File: src/rtl/sprite_blitter.sv
// Sprite blitter: walks a SPR_W x SPR_H sprite ROM in raster order and emits
// clipped, oriented pixel writes for a VGA adapter through a 3-stage pipeline.
module sprite_blitter #(
    parameter int SPR_W   = 8,
    parameter int SPR_H   = 14,
    parameter int COLOR_W = 9,
    parameter int X_MAX   = 160,
    parameter int Y_MAX   = 120,
    parameter int ADDR_W  = $clog2(SPR_W * SPR_H)
) (
    input  logic               iClock,
    input  logic               iReset,
    input  logic               iStart,
    input  logic [7:0]         iX,
    input  logic [6:0]         iY,
    input  logic [2:0]         iDir,
    input  logic               iErase,
    input  logic [COLOR_W-1:0] iBgColour,
    output logic [ADDR_W-1:0]  oRomAddr,
    input  logic [COLOR_W:0]   iRomData,
    output logic [7:0]         oX,
    output logic [6:0]         oY,
    output logic [COLOR_W-1:0] oColour,
    output logic               oPlot,
    output logic               oBusy,
    output logic               oDone
);

    localparam int CW = (SPR_W > 1) ? $clog2(SPR_W) : 1;
    localparam int RW = (SPR_H > 1) ? $clog2(SPR_H) : 1;
    localparam logic [CW-1:0] COL_LAST = CW'(SPR_W - 1);
    localparam logic [RW-1:0] ROW_LAST = RW'(SPR_H - 1);
    localparam logic [7:0]    W_M1     = 8'(SPR_W - 1);
    localparam logic [7:0]    H_M1     = 8'(SPR_H - 1);

    typedef enum logic [1:0] {IDLE, RUN, FLUSH, DONE} state_t;

    state_t              state;
    logic                flush_second;
    logic [CW-1:0]       col, s1_col;
    logic [RW-1:0]       row, s1_row;
    logic                s1_valid;
    logic [7:0]          lat_x;
    logic [6:0]          lat_y;
    logic [2:0]          lat_dir;
    logic                lat_erase;
    logic [COLOR_W-1:0]  lat_bg;

    logic [7:0] c8, r8, dx, dy;
    logic [8:0] sum_x, sum_y;
    logic       on_screen;

    // Orientation and clipping for the index whose ROM word is arriving now.
    always_comb begin
        // NOTE: every output of this block gets a default first, so no path
        // through the case can leave a value held and infer a latch.
        dx = '0;
        dy = '0;
        c8 = 8'(s1_col);
        r8 = 8'(s1_row);
        case (lat_dir)
            3'd0:    begin dx = c8;        dy = r8;        end
            3'd1:    begin dx = H_M1 - r8; dy = c8;        end
            3'd2:    begin dx = W_M1 - c8; dy = H_M1 - r8; end
            3'd3:    begin dx = r8;        dy = W_M1 - c8; end
            3'd4:    begin dx = W_M1 - c8; dy = r8;        end
            3'd5:    begin dx = c8;        dy = H_M1 - r8; end
            3'd6:    begin dx = r8;        dy = c8;        end
            default: begin dx = H_M1 - r8; dy = W_M1 - c8; end
        endcase
        // One bit wider than the operands: off-screen sums never wrap back.
        sum_x     = {1'b0, lat_x} + {1'b0, dx};
        sum_y     = {2'b00, lat_y} + {1'b0, dy};
        on_screen = (sum_x < 9'(X_MAX)) && (sum_y < 9'(Y_MAX));
    end

    // NOTE: all state here uses non-blocking assignments so every register
    // samples pre-edge values and the pipeline stages stay one cycle apart.
    always_ff @(posedge iClock or posedge iReset) begin
        if (iReset) begin
            state        <= IDLE;
            flush_second <= 1'b0;
            row          <= '0;
            col          <= '0;
            s1_row       <= '0;
            s1_col       <= '0;
            s1_valid     <= 1'b0;
            lat_x        <= '0;
            lat_y        <= '0;
            lat_dir      <= '0;
            lat_erase    <= 1'b0;
            lat_bg       <= '0;
            oRomAddr     <= '0;
            oX           <= '0;
            oY           <= '0;
            oColour      <= '0;
            oPlot        <= 1'b0;
            oBusy        <= 1'b0;
            oDone        <= 1'b0;
        end else begin
            // Stage 1 tracks which index the ROM word belongs to; stage 2 is the output.
            s1_valid <= (state == RUN);
            s1_row   <= row;
            s1_col   <= col;
            oPlot    <= s1_valid && iRomData[COLOR_W] && on_screen;
            oX       <= sum_x[7:0];
            oY       <= sum_y[6:0];
            oColour  <= lat_erase ? lat_bg : iRomData[COLOR_W-1:0];
            oDone    <= 1'b0;

            case (state)
                IDLE: begin
                    if (iStart) begin
                        lat_x     <= iX;
                        lat_y     <= iY;
                        lat_dir   <= iDir;
                        lat_erase <= iErase;
                        lat_bg    <= iBgColour;
                        row       <= '0;
                        col       <= '0;
                        oRomAddr  <= '0;
                        oBusy     <= 1'b1;
                        state     <= RUN;
                    end
                end
                RUN: begin
                    if (row == ROW_LAST && col == COL_LAST) begin
                        row          <= '0;
                        col          <= '0;
                        oRomAddr     <= '0;
                        flush_second <= 1'b0;
                        state        <= FLUSH;
                    end else begin
                        oRomAddr <= oRomAddr + ADDR_W'(1);
                        if (col == COL_LAST) begin
                            col <= '0;
                            row <= row + RW'(1);
                        end else begin
                            col <= col + CW'(1);
                        end
                    end
                end
                FLUSH: begin
                    if (flush_second) begin
                        oBusy <= 1'b0;
                        oDone <= 1'b1;
                        state <= DONE;
                    end else begin
                        flush_second <= 1'b1;
                    end
                end
                DONE:    state <= IDLE;
                default: state <= IDLE;
            endcase
        end
    end

endmodule

File: config.mk
export PLATFORM = sky130hd
export DESIGN_NAME = sprite_blitter
export DESIGN_NICKNAME = d
export VERILOG_FILES = /design/src/rtl/sprite_blitter.sv
export SDC_FILE = /design/constraint.sdc
export NUM_CORES = 1
export LEC_CHECK = 0
export CAP_MARGIN = 30
export CORE_UTILIZATION = 57
export DETAILED_ROUTE_END_ITERATION = 10
export GPL_ROUTABILITY_DRIVEN = 0
export HOLD_SLACK_MARGIN = 0.1
export MAX_ROUTING_LAYER = met4
export PLACE_DENSITY = 0.86
export RECOVER_POWER = 100
export SLEW_MARGIN = 40
export SYNTH_ARGS = -nofsm -noshare
export SYNTH_HDL_FRONTEND = slang
export SYNTH_SLANG_ARGS = --single-unit
File: constraint.sdc
create_clock -name iClock -period 6.5 [get_ports iClock]
set_clock_uncertainty 0.1 [all_clocks]
set_input_delay 1.3 -clock iClock [delete_from_list [all_inputs] [get_ports iClock]]
set_output_delay 1.3 -clock iClock [all_outputs]
set_load 0.01 [all_outputs]
==> impl_metrics.csv <==
group,metric,value,unit
clock_tree,tritoncts,"built",
min_path,hp-class,"reg2reg",
yosys,synth-seq-cells,80,
yosys,avgSynthCellArea,10.7,sq um
yosys,synth_top_flop_cell,"dfrtp_1",
critical_path,crit_family,"buffers and inverters",
placement,dp_hpwl,5700,microns
final_layout,finalInstanceArea,5160,sq um
yosys,ys_warn_count,0,
power,ir_drop,0.000222,V
yosys,synth_cell_type_count,50,
clock_tree,cts_root_buf,"clkbuf_8",
final_layout,drive_above_1_share,11.6,%
routing,via_per_inst,5.55,
clock_tree,cts_buffers,9,
critical_path,worst-endpoint-arrival,4.77,ns
yosys,ys_async_sr_fraction,100,%
yosys,yosysSeqAreaShare,47.9,%
yosys,syn_area,4180,sq um
routing,routed_wl,8290,microns
global_route,first_global_vias,3039,
status,status,"finished with violations",
critical_path,slowest_delay,1.30,ns
yosys,synth_fp_nets,461,
clock_tree,cts_resized,0,
routing,antenna_left,0,
clock_tree,cts-htree-levels,3,
critical_path,cp_max_fo,30,
clock_tree,worstSkewPairLatency,0.36,ns
timing,fmax,217,MHz
timing,fin_crit,4.61,ns
status,violations,"capacitance limit, slew limit",
final_layout,syn_to_final_growth,23.5,%
critical_path,cp.buffers_inverters,2,
global_route,antenna_found_initial,0,
routing,drc,0,
final_layout,antenna_cells,0,
routing,first_iter_violations,243,
yosys,synthCells,392,
critical_path,crit_chain,"dlygate4sd3_1, nand2_1, clkbuf_1, o21ai_0, nand3_1, mux2i_1, a22o_1",
global_route,grt_usage,23.9,%
floorplanning,ios,75,
floorplanning,core_area,6940,sq um
critical_path,cp.required,6.66,ns
clock_tree,ctsHoldBuffers,0,
floorplanning,rows,30,
global_route,grt_pass1_wl,13400,microns
timing,fin_crit_sh,70.9,%
critical_path,cpMaxStageDelayCell,"clkbuf_1",
timing,setup_viol,0,
run,max_cap_viol_count,1,
timing,rsz0062_at_grt,"no",
critical_path,worstSetupStartpointType,"input port",
power,p_per_area,503,nW/um^2
clock_tree,clk_pin_slew,0.09,ns
floorplanning,dieHeight,87.6,microns
final_layout,layout.nets,530,
placement,portBuffers,74,
routing,vias,3117,
timing,fin_tns_setup,0,ns
critical_path,worst_setup_path_end_kind,"flop",
timing,tightestPinTransition,1.82,ns
global_route,grt-ovfl-total,0,
clock_tree,cts_setup_buffers,0,
power,power_leakage,2.30,nW
floorplanning,die-area,7670,sq um
global_route,grt_max_degree,81,
floorplanning,die_x,87.6,microns
timing,slew_headroom,-21.1,%
timing,hold_violations,0,
floorplanning,initial_utilization,60.1,%
clock_tree,clk_path_buf_depth,2,
placement,place_area,4980,sq um
final_layout,fill_cells,488,
timing,report.final.slew_viol_count,31,
critical_path,crit_type,"in2reg",
clock_tree,clock_sinks,80,
yosys,synth-edff-count,0,
routing,drtPass1Iterations,4,
routing,wire_per_inst,14.7,microns
power,total_power,2.60,mW
==> layout by cell type (no fill, tap or decap), drive strengths merged, types with 3 or more instances in the layout <==
cell type,Yosys,layout
and3,5,5
nand4,3,3
o31ai,6,6
a21o,4,4
o211ai,3,3
nand3b,3,3
clkbuf,11,10
xnor2,10,10
mux2i,4,4
xor2,6,6
nor2b,5,5
ha,26,26
clkinv,0,4
a211oi,4,4
inv,17,19
clkdlybuf4s50,0,29
a21oi,25,25
o21a,3,3
o21ai,36,36
nand2,30,30
dfrtp,80,80
nand2b,7,7
mux2,37,37
nor2,18,18
nor3,5,5
dlygate4sd3,0,45
o21bai,3,3
nand3,11,11
==> metrics by stage <==
step	std cells	util, %	setup WS, ns	hold WS, ns
after floorplan	392	-	3.05	0.280
after global placement	546	71.7	3.03	0.293
after detailed placement	546	71.7	2.90	0.300
after CTS	562	74.6	2.89	0.327
after global routing	562	74.3	1.64	0.358
final	562	74.3	1.89	0.328
==> registers in the layout (all words and copies together), names as in the netlist <==
register and count:
s1_valid 1, lat_y 7, oY 7, flush_second 1
lat_bg 9, oDone 1, oColour 9, lat_x 8
oPlot 1, state 2, oRomAddr 7, row 4
s1_col 3, lat_erase 1, s1_row 4, oX 8
col 3, lat_dir 3, oBusy 1
==> layout make-up <==
type | count | area, sq um | share of cell area, %
clock buffers | 9 | 124 | 2.40
clock inverters | 7 | 77.6 | 1.50
inverters | 17 | 63.8 | 1.24
multi-input cells | 277 | 2010 | 39.1
flip-flops and latches | 80 | 2000 | 38.8
well taps | 96 | 120 | 2.33
repair buffers | 76 | 756 | 14.7
==> cells by family (layout without fill, tap and decap cells) <==
group | count (synthesis) | count (layout) | share of synthesized area (%)
buffers and inverters | 35 | 109 | 3.30
adder cells (fa/ha/maj) | 28 | 28 | 8.75
AND/OR/NAND/NOR | 92 | 92 | 10.5
AO/OA/AOI/OAI | 100 | 100 | 15.2
multiplexers | 41 | 41 | 10.9
XOR/XNOR | 16 | 16 | 3.36
flip-flops | 80 | 80 | 47.9
==> report_power, final <==
group	switching (mW)	internal (mW)
logic	0.658	0.657
registers	0.180	0.719
clock network	0.201	0.182
==> worst paths after layout <==
kind                            cells after the start                       to  slack [ns]                 start
worst max register to register                      8       row[0]$_DFFE_PP0P_        2.67  state[0]$_DFFE_PP0P_
worst min register to register                      0      s1_col[2]$_DFF_PP0_        0.33    col[2]$_DFFE_PP0P_
min in group asynchronous                           3    lat_bg[1]$_DFFE_PP0P_        1.45                iReset
worst max-delay path                                7       row[0]$_DFFE_PP0P_        1.89                iStart
max in group asynchronous                           3  oRomAddr[0]$_DFFE_PP0P_        4.35                iReset
worst min-delay path                                0      s1_col[2]$_DFF_PP0_        0.33    col[2]$_DFFE_PP0P_
==> Yosys cell counts (3+ instances only) <==
cell type	count	area (sq um)
dfrtp_1	80	2000
mux2_2	37	417
o21ai_0	35	175
nand2_1	30	113
ha_1	26	325
a21oi_1	23	115
nor2_1	18	67.6
inv_1	17	63.8
clkbuf_1	11	41.3
nand3_1	11	55.1
xnor2_1	10	87.6
nand2b_1	7	43.8
o31ai_1	6	45.0
xor2_1	6	52.6
and3_1	5	31.3
buf_2	5	25.0
nor2b_1	5	31.3
nor3_1	5	25.0
a211oi_1	4	30.0
a21o_1	4	30.0
mux2i_1	4	40.0
nand3b_1	3	22.5
nand4_1	3	18.8
o211ai_1	3	22.5
o21a_1	3	22.5
o21bai_1	3	22.5
==> layer usage <==
layer  wire length (microns)  GRT usage [%]
met1                    3630           28.4
met2                    4100           38.9
met3                     321           4.43
met4                     231           12.7
met5                       0              -
No activity file was read; power rests on OpenSTA's default activity.
